--- config.mk ---
export PLATFORM = sky130hd
export DESIGN_NAME = event_buffer_tracker
export DESIGN_NICKNAME = d
export VERILOG_FILES = /design/src/rtl/event_pkg.sv /design/src/rtl/event_buffer_tracker.sv
export SDC_FILE = /design/constraint.sdc
export NUM_CORES = 1
export LEC_CHECK = 0
export BUFFER_PORTS_ARGS = -buffer_cell sky130_fd_sc_hd__buf_2
export CORE_MARGIN = 4
export CORE_UTILIZATION = 50
export DETAILED_ROUTE_END_ITERATION = 10
export PLACE_DENSITY = 0.74
export SYNTH_ARGS = -nofsm -noshare
export SYNTH_HDL_FRONTEND = slang
export SYNTH_SLANG_ARGS = --single-unit
--- constraint.sdc ---
create_clock -name aclk -period 2.9 [get_ports aclk]
set_clock_uncertainty 0.2 [all_clocks]
set_input_delay 0.435 -clock aclk [delete_from_list [all_inputs] [get_ports aclk]]
set_output_delay 0.435 -clock aclk [all_outputs]
set_load 0.05 [all_outputs]
--- src/rtl/event_pkg.sv ---
// Shared constants for the event buffer tracker: ring sizing, stream beat layout
// and sticky status flag positions.
package event_pkg;

    localparam int NBUF_BITS_DEFAULT = 2;
    localparam int TIO_ERR_W         = 4;

    localparam int TDATA_W = 8;
    localparam int ERR_LSB = 4;
    localparam int IDX_LSB = 0;

    localparam int ST_W          = 3;
    localparam int ST_ALLOC_FULL = 0;
    localparam int ST_CMP_EMPTY  = 1;
    localparam int ST_FREE_UNDER = 2;

endpackage

--- src/rtl/event_buffer_tracker.sv ---
// Ring of event buffers: allocate on trigger, complete in order with the tracker's
// error vector, stream completed indices to readout, reclaim on free.
module event_buffer_tracker
    import event_pkg::*;
#(
    parameter int    NBUF_BITS = NBUF_BITS_DEFAULT,
    parameter string ACLKTYPE  = "NONE"
) (
    input  logic                   aclk,
    input  logic                   aresetn,
    input  logic                   alloc_i,
    output logic                   alloc_ready_o,
    output logic [NBUF_BITS-1:0]   alloc_idx_o,
    input  logic                   complete_i,
    input  logic [TIO_ERR_W-1:0]   err_i,
    output logic [TDATA_W-1:0]     m_axis_tdata,
    output logic                   m_axis_tvalid,
    input  logic                   m_axis_tready,
    input  logic                   free_i,
    output logic [NBUF_BITS:0]     occupancy_o,
    output logic [ST_W-1:0]        status_err_o
);

    localparam int            PW   = NBUF_BITS + 1;
    localparam int            NBUF = 1 << NBUF_BITS;
    localparam logic [PW-1:0] FULL = PW'(NBUF);

    if (NBUF_BITS < 1 || NBUF_BITS > 4 || ACLKTYPE == "") begin : g_bad_param
        $error("event_buffer_tracker: NBUF_BITS must be 1..4 and ACLKTYPE non-empty");
    end

    logic [PW-1:0]        wr_q, wr_d, cmp_q, cmp_d, rd_q, rd_d, fr_q, fr_d;
    logic [PW-1:0]        occ;
    logic                 alloc_ok, complete_ok, xfer, free_ok;
    logic                 ready_q, ready_d;
    logic                 tvalid_q, tvalid_d;
    logic [TDATA_W-1:0]   tdata_q, tdata_d;
    logic [TIO_ERR_W-1:0] err_sel;
    logic [ST_W-1:0]      status_q, status_d;
    logic [TIO_ERR_W-1:0] errmem_q [NBUF];

    assign occ         = wr_q - fr_q;
    assign alloc_ok    = alloc_i && (occ != FULL);
    // A complete on an empty filling region is legal when it targets the buffer allocated now.
    assign complete_ok = complete_i && ((cmp_q != wr_q) || alloc_ok);
    assign xfer        = tvalid_q && m_axis_tready;
    assign free_ok     = free_i && (fr_q != rd_q);

    always_comb begin
        wr_d  = wr_q  + PW'(alloc_ok);
        cmp_d = cmp_q + PW'(complete_ok);
        rd_d  = rd_q  + PW'(xfer);
        fr_d  = fr_q  + PW'(free_ok);
    end

    always_comb begin
        ready_d  = (wr_d - fr_d) != FULL;
        tvalid_d = (cmp_d != rd_d);
        // The head beat may be the buffer completing this cycle, before errmem holds it.
        err_sel  = (complete_ok && (rd_d == cmp_q)) ? err_i : errmem_q[rd_d[NBUF_BITS-1:0]];
        tdata_d  = '0;
        if (tvalid_d) begin
            tdata_d[ERR_LSB +: TIO_ERR_W] = err_sel;
            tdata_d[IDX_LSB +: NBUF_BITS] = rd_d[NBUF_BITS-1:0];
        end
    end

    always_comb begin
        status_d = status_q;
        if (alloc_i && !alloc_ok)       status_d[ST_ALLOC_FULL] = 1'b1;
        if (complete_i && !complete_ok) status_d[ST_CMP_EMPTY]  = 1'b1;
        if (free_i && !free_ok)         status_d[ST_FREE_UNDER] = 1'b1;
    end

    always_ff @(posedge aclk) begin
        if (!aresetn) begin
            wr_q     <= '0;
            cmp_q    <= '0;
            rd_q     <= '0;
            fr_q     <= '0;
            ready_q  <= 1'b1;
            tvalid_q <= 1'b0;
            tdata_q  <= '0;
            status_q <= '0;
        end else begin
            wr_q     <= wr_d;
            cmp_q    <= cmp_d;
            rd_q     <= rd_d;
            fr_q     <= fr_d;
            ready_q  <= ready_d;
            tvalid_q <= tvalid_d;
            tdata_q  <= tdata_d;
            status_q <= status_d;
        end
    end

    always_ff @(posedge aclk) begin
        if (complete_ok) errmem_q[cmp_q[NBUF_BITS-1:0]] <= err_i;
    end

    assign alloc_ready_o = ready_q;
    assign alloc_idx_o   = wr_q[NBUF_BITS-1:0];
    assign occupancy_o   = occ;
    assign m_axis_tvalid = tvalid_q;
    assign m_axis_tdata  = tdata_q;
    assign status_err_o  = status_q;

endmodule

## Word level (Yosys, flattened, before mapping)

Memory sizes are Yosys's and may differ from the RTL's.
Index checks and enable logic that the tools add are counted.

| word-level totals | value |
|---|---|
| bits in registers | 25 |
| bits in writable memories | 16 |
| input port bits | 10 |
| output and inout port bits | 18 |
| logic and storage cells | 40 |
| memories kept | 1 |

Memory list:

| memory | depth | width | rd ports | clocked after memory_dff | wr ports | RTL line | source |
|---|---|---|---|---|---|---|---|
| errmem_q | 4 | 4 | 1 | 0 | 1 | event_buffer_tracker.sv:40 | `logic [TIO_ERR_W-1:0] errmem_q [NBUF];` |

| cells by class | value |
|---|---|
| $add $sub $neg | 6 |
| equal/unequal tests | 6 |
| mux-type cells | 3 |
| reductions and logical operators | 13 |

Operators by type and width:

| operator | number |
|---|---|
| $add A3 B1 Y3 | 4 |
| $ne A3 B3 Y1 | 3 |
| $logic_and A1 B1 Y1 | 8 |
| $ne A3 B3 Y1 const B | 2 |
| $sub A3 B3 Y3 | 2 |
| $mux W4 | 1 |
| $eq A3 B3 Y1 | 1 |
| $logic_not A1 Y1 | 3 |
| $mux W1 | 2 |
| $reduce_and A2 Y1 | 1 |
| $logic_or A1 B1 Y1 | 1 |

## Logic depth before layout (Yosys ltp)

Gate-level depths: netlist of run 1.

| logic depth | value |
|---|---|
| depth after elaboration | 8 |
| depth in mapped cells | 14 |
| gate-level depth less buffers | 14 |

## Worst setup path after synthesis of run 1

Ideal clock, no wire load.

| path | value |
|---|---|
| kind | reg2reg |
| start | register wr_q[0] |
| end | register tdata_q[1], in the netlist m_axis_tdata[1] |
| library setup time | 60 ps |
| arrival time | 2,906 ps |
| required time | 2,640 ps |
| slack | -266 ps |
| stages on the path, launching flop included | 15 |
| path buffers | 0 |
| period minus slack after synthesis | 3,166 ps |
| cells stage by stage | dfxtp_1 > inv_1 > ha_1 > fa_1 > xnor3_2 > o21ai_2 > inv_2 > o21ai_4 > inv_2 > ha_1 > ha_1 > xnor2_1 > xnor2_1 > o21a_1 > and2_1 |

| on the way | value |
|---|---|
| longest elaborated chain between the ends | 8 |
| elaborated cells on any way between the ends | 9 |
| classes of those cells | add/sub: 2; eq/ne: 3; reduce/logical: 4 |

Ends and longest elaborated chain:

| what | RTL line | source |
|---|---|---|
| start: declaration | event_buffer_tracker.sv:32 | `logic [PW-1:0] wr_q, wr_d, cmp_q, cmp_d, rd_q, rd_d, fr_q, fr_d;` |
| start signal: assignment | event_buffer_tracker.sv:86 | `wr_q <= wr_d;` |
| $sub A3 B3 Y3 | event_buffer_tracker.sv:42 | `assign occ = wr_q - fr_q;` |
| $ne A3 B3 Y1 | event_buffer_tracker.sv:43 | `assign alloc_ok = alloc_i && (occ != FULL);` |
| $logic_and A1 B1 Y1 | event_buffer_tracker.sv:43 |  |
| $logic_or A1 B1 Y1 (*) | event_buffer_tracker.sv:45 | `assign complete_ok = complete_i && ((cmp_q != wr_q) \|\| alloc_ok);` |
| $logic_and A1 B1 Y1 (*) | event_buffer_tracker.sv:45 |  |
| $add A3 B1 Y3 (*) | event_buffer_tracker.sv:51 | `cmp_d = cmp_q + PW'(complete_ok);` |
| $ne A3 B3 Y1 (*) | event_buffer_tracker.sv:58 | `tvalid_d = (cmp_d != rd_d);` |
| $reduce_and A2 Y1 (no source line) (*) | n/a |  |
| end signal: assignment | event_buffer_tracker.sv:92 | `tdata_q <= tdata_d;` |
| end: declaration | event_buffer_tracker.sv:37 | `logic [TDATA_W-1:0] tdata_q, tdata_d;` |

Mark *: on every way between the ends. The rest lies on a longest branch, timed or not.
A chain may end at the register's enable or synchronous reset.

## Worst setup path in the final report of run 1

Same ends and word-level chain as after synthesis.

==> run metrics, run 1 <==
Longest Clk Path Bufs 2; IO Count 28; Least-Margin Pin Slew 0.6828 ns; Final Hold Fails 0; met1 wire length about 1500 um; Wirelength per Cell 14.54 um; via count 1173; Final min period 2.946 ns; Worst setup EP type flop; largest net degree at the start of global routing 26; post-synthesis async set-or-reset flop share 0%; commonest cells after routing, fill and taps aside 25 x buf_2, 22 x dfxtp_1, 16 x edfxtp_1; crit-path max FO 9; CP Data Required Time 2.89 ns; synthesized cell area 1824 um^2; Leak 0.9675 nW; syn_area_per_cell between 10 and 15 um^2; failing checks negative setup slack; RePlAce Congestion around 0.75; Post-Route Utilization approximately 66%; # Max-Cap Violations 0; RSZ-0062 raised after global routing true; # rows 21; leading cell type in the layout, fill and taps excluded buf_2; sequential element share of the synthesized area 51.58%; fmax 0.3394 GHz; Ys Warns 0; top post-synthesis cells by area edfxtp_1 26%, dfxtp_1 25%, ha_1 7.5%; Most used DFF post-synth dfxtp_1; Antenna diodes 0; synth unique cells 34; top sig layer met4; Die Area 4679 um^2; CTS root buffer clkbuf_8; via-per-instance ratio between 5 and 6; crit path DAT 2.94 ns; dpl ws -0.1350 ns; worst setup path class flop to flop; detailed placement HPWL between 2000 and 3000 um; worst min-delay path class primary input to flop; DR WL met3 between 150 and 200 um; Area growth syn-to-layout 23.94%; Yosys reg bits 39; Final Max Slew Viols 0; Die Ht just under 70 um; initial DRC count 48; Max transition margin 54.13%; TritonCTS Buffers 5; vias in the first global route 1147; Final ANT Viol Nets 0; final setup violation count 3; outcome complete, but fails checks; CTS Sinks 39; Post-route DRC 0; Placeable Area about 3400 um^2; H-tree lvl count 2; Syn Inst Count 142; Final nets between 200 and 250; Pwr Total 2.139 mW; Total Wirelength 3300 um; Pre-antenna DRT Iters 4; TritonCTS clock tree yes; startpoint types flop; Power Density roughly 950 nW/um^2; total grt overflow 0; clock latency on the worst-skew pair 0.29 ns; share of layout cells above drive strength 1 36.46%; DR WL met2 between 1500 and 2000 um; Worst Slack Setup Final -0.04639 ns; first-pass GRT wire length approximately 5300 um; Worst VDD drop 439.7 uV; port bufs 25; antenna violations before repair 0; # hold bufs at CTS 0; Reg clk slew, reported paths approximately 0.080 ns; GRT Util Overall between 15 and 20%; Starting Density 53.00%; post-synth top area share 26.34%; cell accounting for the most synthesized area edfxtp_1; Period Utilization, post-route 101.6%; number of flops mapped to enable cells by yosys 16; die width 68.40 um
## final cells by class
| type | count | area (um^2) |
|---|---|---|
| flip-flops and latches | 39 | 942.2 |
| repair buffers | 37 | 219.0 |
| inverters | 10 | 37.54 |
| multi-input cells | 87 | 914.6 |
| clock inverters | 1 | 3.754 |
| clock buffers | 7 | 86.33 |
| fillers | 246 | 1181 |
| well taps | 46 | 57.56 |
## kinds of logic after synthesis
logic type,share of synthesized area [%]
mux,7.133
buf+inv,4.595
other cells,0.2056
simple gates,9.670
compound gates,7.133
xor+xnor,11.04
flops,51.58
fa+ha+maj,8.642
## per-layer routing
metal / vias to the layer above / GRT usage, %
li1: 574 / -
met4: 0 / 5.211
met2: 22 / 25.63
met3: 6 / 4.598
met1: 571 / 19.87
met5: - / 0
## critical path, stage by stage (launching register included)
cell	delay (ns)
dfxtp_2	0.33
inv_2	0.04
ha_4	0.15
fa_2	0.54
nand2_2	0.07
o21ai_2	0.17
inv_2	0.07
o21ai_4	0.13
inv_2	0.06
ha_4	0.16
ha_4	0.17
xnor2_4	0.13
xnor2_2	0.14
buf_6	0.14
o21a_1	0.18
and2_1	0.15
## Yosys cell counts, types with 3 or more instances
master     n
a21oi_1    3
and2_1    14
buf_4      4
clkbuf_1   3
dfxtp_1   23
edfxtp_1  16
ha_1      11
inv_1      8
mux2i_1    4
mux4_2     4
nor2b_1    3
o211ai_1   8
xnor2_1    9
xor2_1     6
## metrics by stage
| stage | instance area, um^2 | setup TNS [ns] | hold WS [ns] | cells |
|---|---|---|---|---|
| 2_1_floorplan | 1894 | -0.06324 | 0.3339 | 143 |
| 3_3_place_gp | 2098 | -0.03960 | 0.2436 | 215 |
| 3_5_place_dp | 2098 | -0.5687 | 0.2562 | 215 |
| 4_1_cts | 2238 | -0.06926 | 0.1770 | 226 |
| 5_1_grt | 2261 | -0.7055 | 0.1772 | 227 |
| 6_report | 2261 | -0.09662 | 0.1771 | 227 |
## state kept, by name, indices dropped and copies added (netlist names)
name           count
alloc_ready_o      1
cmp_q              3
errmem_q          16
fr_q               3
m_axis_tdata       6
m_axis_tvalid      1
rd_q               3
status_err_o       3
wr_q               3
## where the power goes
group          internal, mW  switching [mW]  leakage, nW
logic                 0.406           0.642        0.587
registers             0.676          0.0528        0.334
clock network         0.190           0.172       0.0459
total                  1.27           0.867        0.968
## final timing paths
check                                    start                      endpoint  slack (ns)  depth (start not counted)
setup / recovery            wr_q[0]$_SDFF_PN0_    m_axis_tdata[1]$_SDFF_PN0_       -0.05                         15
hold / removal                        err_i[2]      errmem_q[0][2]$_DFFE_PP_        0.18                          1
setup reg to reg            wr_q[0]$_SDFF_PN0_    m_axis_tdata[1]$_SDFF_PN0_       -0.05                         15
hold reg to reg   status_err_o[2]$_SDFFE_PN0P_  status_err_o[2]$_SDFFE_PN0P_        0.27                          1
## what timing repair did
item / in CTS / in global routing
pin swaps: 7 / 3
resized for setup: 4 / 2
setup buffers: 3 / 1
gates cloned: 1 / 0
endpoints found under the setup margin: 7 / 7
Power figures use the tool's default switching activity.
==> inputs of run 2 (changes only) <==
--- a/config.mk
+++ b/config.mk
@@ -7,8 +7,10 @@
 export LEC_CHECK = 0
 export BUFFER_PORTS_ARGS = -buffer_cell sky130_fd_sc_hd__buf_2
+export CORE_ASPECT_RATIO = 1.1
 export CORE_MARGIN = 4
 export CORE_UTILIZATION = 50
 export DETAILED_ROUTE_END_ITERATION = 10
 export PLACE_DENSITY = 0.74
+export REMOVE_ABC_BUFFERS = 1
 export SYNTH_ARGS = -nofsm -noshare
 export SYNTH_HDL_FRONTEND = slang
--- a/constraint.sdc
+++ b/constraint.sdc
@@ -3,3 +3,3 @@
 set_input_delay 0.435 -clock aclk [delete_from_list [all_inputs] [get_ports aclk]]
 set_output_delay 0.435 -clock aclk [all_outputs]
-set_load 0.05 [all_outputs]
+set_load 0.005 [all_outputs]
==> run 2 against run 1 <==
Compared with the run above: the run still ends with negative setup slack left; sequential share of layout area is 1.6 points lower; sequential cell count stayed put; hold slack worse by 0.057 ns; count of clock-buffer cells in the layout down 2; critical path type unchanged; largest power group unchanged; highest routed layer unchanged.
==> run metrics, run 2 (synthesis results as in run 1) <==
cell at the slowest stage of the critical path fa_2; H-tree lvl count 2 (unchanged); via-per-instance ratio 5.203 (+0.70%); Worst Slack Setup Final -0.07546 ns (-0.02907 ns); Reg clk slew, reported paths 0.12 ns (+0.04 ns); port bufs 25 (unchanged); Worst VDD drop 467.9 uV (+6.4%); FF-to-FF path depth 14 (-1); Longest Clk Path Bufs 2 (unchanged); Post-Route Utilization 68.92% (+3.2 points); Final Hold Fails 0 (unchanged); CTS Sinks 39 (unchanged); Least-Margin Pin Slew 0.6251 ns (-0.05777 ns); failing checks negative setup slack; CP Data Required Time 2.96 ns (+0.07 ns); setup tns final -0.3348 ns (-0.2381 ns); dpl ws -0.4177 ns (-0.2827 ns); RR Endpoint m_axis_tdata[1]$_SDFF_PN0_; Period Utilization, post-route 102.6% (+1.0 points); fin cells 236 (+4.0%); Critical Path End m_axis_tdata[1]$_SDFF_PN0_; TritonCTS clock tree yes; Area growth syn-to-layout 28.94%; via count 1228 (+4.7%); crit-path max FO 5 (-4); startpoint types flop; worst path bufs/invs 3 (-1); Power Density 833.5 nW/um^2 (-12%); Final ANT Viol Nets 0 (unchanged); RePlAce Congestion 0.8881 (+18%); placed cells 221 (+2.8%); flop-to-flop setup slack -0.08 ns (-0.03 ns); net switching power 0.6583 mW (-24%); outcome complete, but fails checks; critical path cell sequence inv_2 > ha_4 > fa_2 > nand2_2 > o21ai_2 > inv_2 > o21ai_4 > inv_2 > ha_4 > ha_4 > xnor2_4 > nand2_2 > o21a_1 > and2_1; Max transition margin 58.19% (+4.1 points); FF-to-FF Start wr_q[0]$_SDFF_PN0_; Comb pwr share 44.5% (-4.5 points); # rows 22 (+4.8%); Switching Share 33.58% (-7.0 points); CP Launch Point wr_q[0]$_SDFF_PN0_; total grt overflow 0 (unchanged); hold slack final 0.1198 ns (-0.05731 ns); # Max-Cap Violations 0 (unchanged); IO Count 28 (unchanged); share of layout cells above drive strength 1 41.49% (+5.0 points); max reg flops 16 (unchanged); first-pass GRT wire length 5954 um (+13%); worst min-delay path class primary input to flop; clock power share 18.3% (+1.4 points); Final Max Slew Viols 0 (unchanged); Total Wirelength 3797 um (+15%); Antenna diodes 0 (unchanged); GRT Util Overall 17.03% (+1.3 points); clock latency on the worst-skew pair 0.35 ns (+0.06 ns); final setup violation count 6 (+3); Post-route DRC 0 (unchanged); commonest cells after routing, fill and taps aside 25 x buf_2, 22 x dfxtp_1, 18 x buf_4; Worst setup EP type flop; largest net degree at the start of global routing 26 (unchanged); worst setup path class flop to flop; Leak 1.005 nW (+3.9%); Critical Path Max Stage Delay 0.54 ns (about the same); cell family with most CP delay adder cells; # hold bufs at CTS 0 (unchanged); Placeable Area 3413 um^2 (-0.84%); fmax 0.3361 GHz (-0.98%); vias in the first global route 1269 (+11%); Flop pwr share 37.2% (+3.1 points); Starting Density 53.45% (+0.45 points); CP Depth 14 (-1); CTS root buffer clkbuf_4; Final nets 209 (+3.5%); initial DRC count 38 (-21%); Final min period 2.975 ns (+0.02907 ns); RSZ-0062 raised after global routing true; TritonCTS Buffers 5 (unchanged); Pre-antenna DRT Iters 4 (unchanged); antenna violations before repair 0 (unchanged); Pint 1.302 mW (+2.4%); Wirelength per Cell 16.09 um (+11%); crit path DAT 3.03 ns (+0.09 ns); detailed placement HPWL 2527 um (-0.11%); Die Ht 71.35 um (+4.3%); Die Area 4680 um^2 (about the same); leading cell type in the layout, fill and taps excluded buf_2; die width 65.59 um (-4.1%)
==> run 2: cell types whose count changed in the layout (fill, tap and decap cells not counted), moves of 2 or more <==
cell	delta
buf_4	+7
clkbuf_4	+5
xnor2_4	+2
clkbuf_8	-6
==> run 2: how the worst min path moves through the flow <==
stage | start | to | cells after the start
3_5_place_dp | status_err_o[2]$_SDFFE_PN0P_ | status_err_o[2]$_SDFFE_PN0P_ | 1
6_report | err_i[2] | errmem_q[2][2]$_DFFE_PP_ | 1
4_1_cts | err_i[3] | errmem_q[0][3]$_DFFE_PP_ | 1
2_1_floorplan | status_err_o[2]$_SDFFE_PN0P_ | status_err_o[2]$_SDFFE_PN0P_ | 1
3_3_place_gp | status_err_o[2]$_SDFFE_PN0P_ | status_err_o[2]$_SDFFE_PN0P_ | 1
5_1_grt | err_i[3] | errmem_q[0][3]$_DFFE_PP_ | 1
==> run 2: routing by layer <==
layer / GRT usage (%) / vias up / wire, um
li1: - / 589 / -
met1: 20.49 / 583 / 1548
met3: 5.172 / 12 / 202
met4: 5.300 / 0 / 119
met5: 0 / - / 0
met2: 29.13 / 44 / 1926
==> run 2: stage by stage <==
stage / total power, mW / area [um^2]
after floorplan: 1.174 / 1782
after global placement: 1.399 / 2064
after detailed placement: 1.430 / 2064
after CTS: 1.914 / 2328
after global routing: 2.079 / 2352
final: 1.961 / 2352
==> run 2: area by class of cell <==
cell class / instances / area, um^2
fillers: 243 / 1061
repair buffers: 43 / 260.3
clock buffers: 5 / 37.54
well taps: 48 / 60.06
flip-flops and latches: 39 / 942.2
multi-input cells: 88 / 970.9
clock inverters: 3 / 43.79
inverters: 10 / 37.54
==> run 2: power groups by stage <==
stage | combinational [mW] | sequential [mW] | clock (mW)
2_1_floorplan | 0.435 | 0.739 | 0
3_3_place_gp | 0.670 | 0.730 | 0
3_5_place_dp | 0.695 | 0.735 | 0
4_1_cts | 0.819 | 0.729 | 0.366
5_1_grt | 0.951 | 0.740 | 0.389
6_report | 0.872 | 0.730 | 0.359
==> run 2: timing repair <==
item / in CTS / in global routing
pin swaps: 18 / 12
endpoints found under the setup margin: 8 / 8
cloned: 2 / 0
setup buffers: 4 / 2
gates resized for setup: 21 / 3
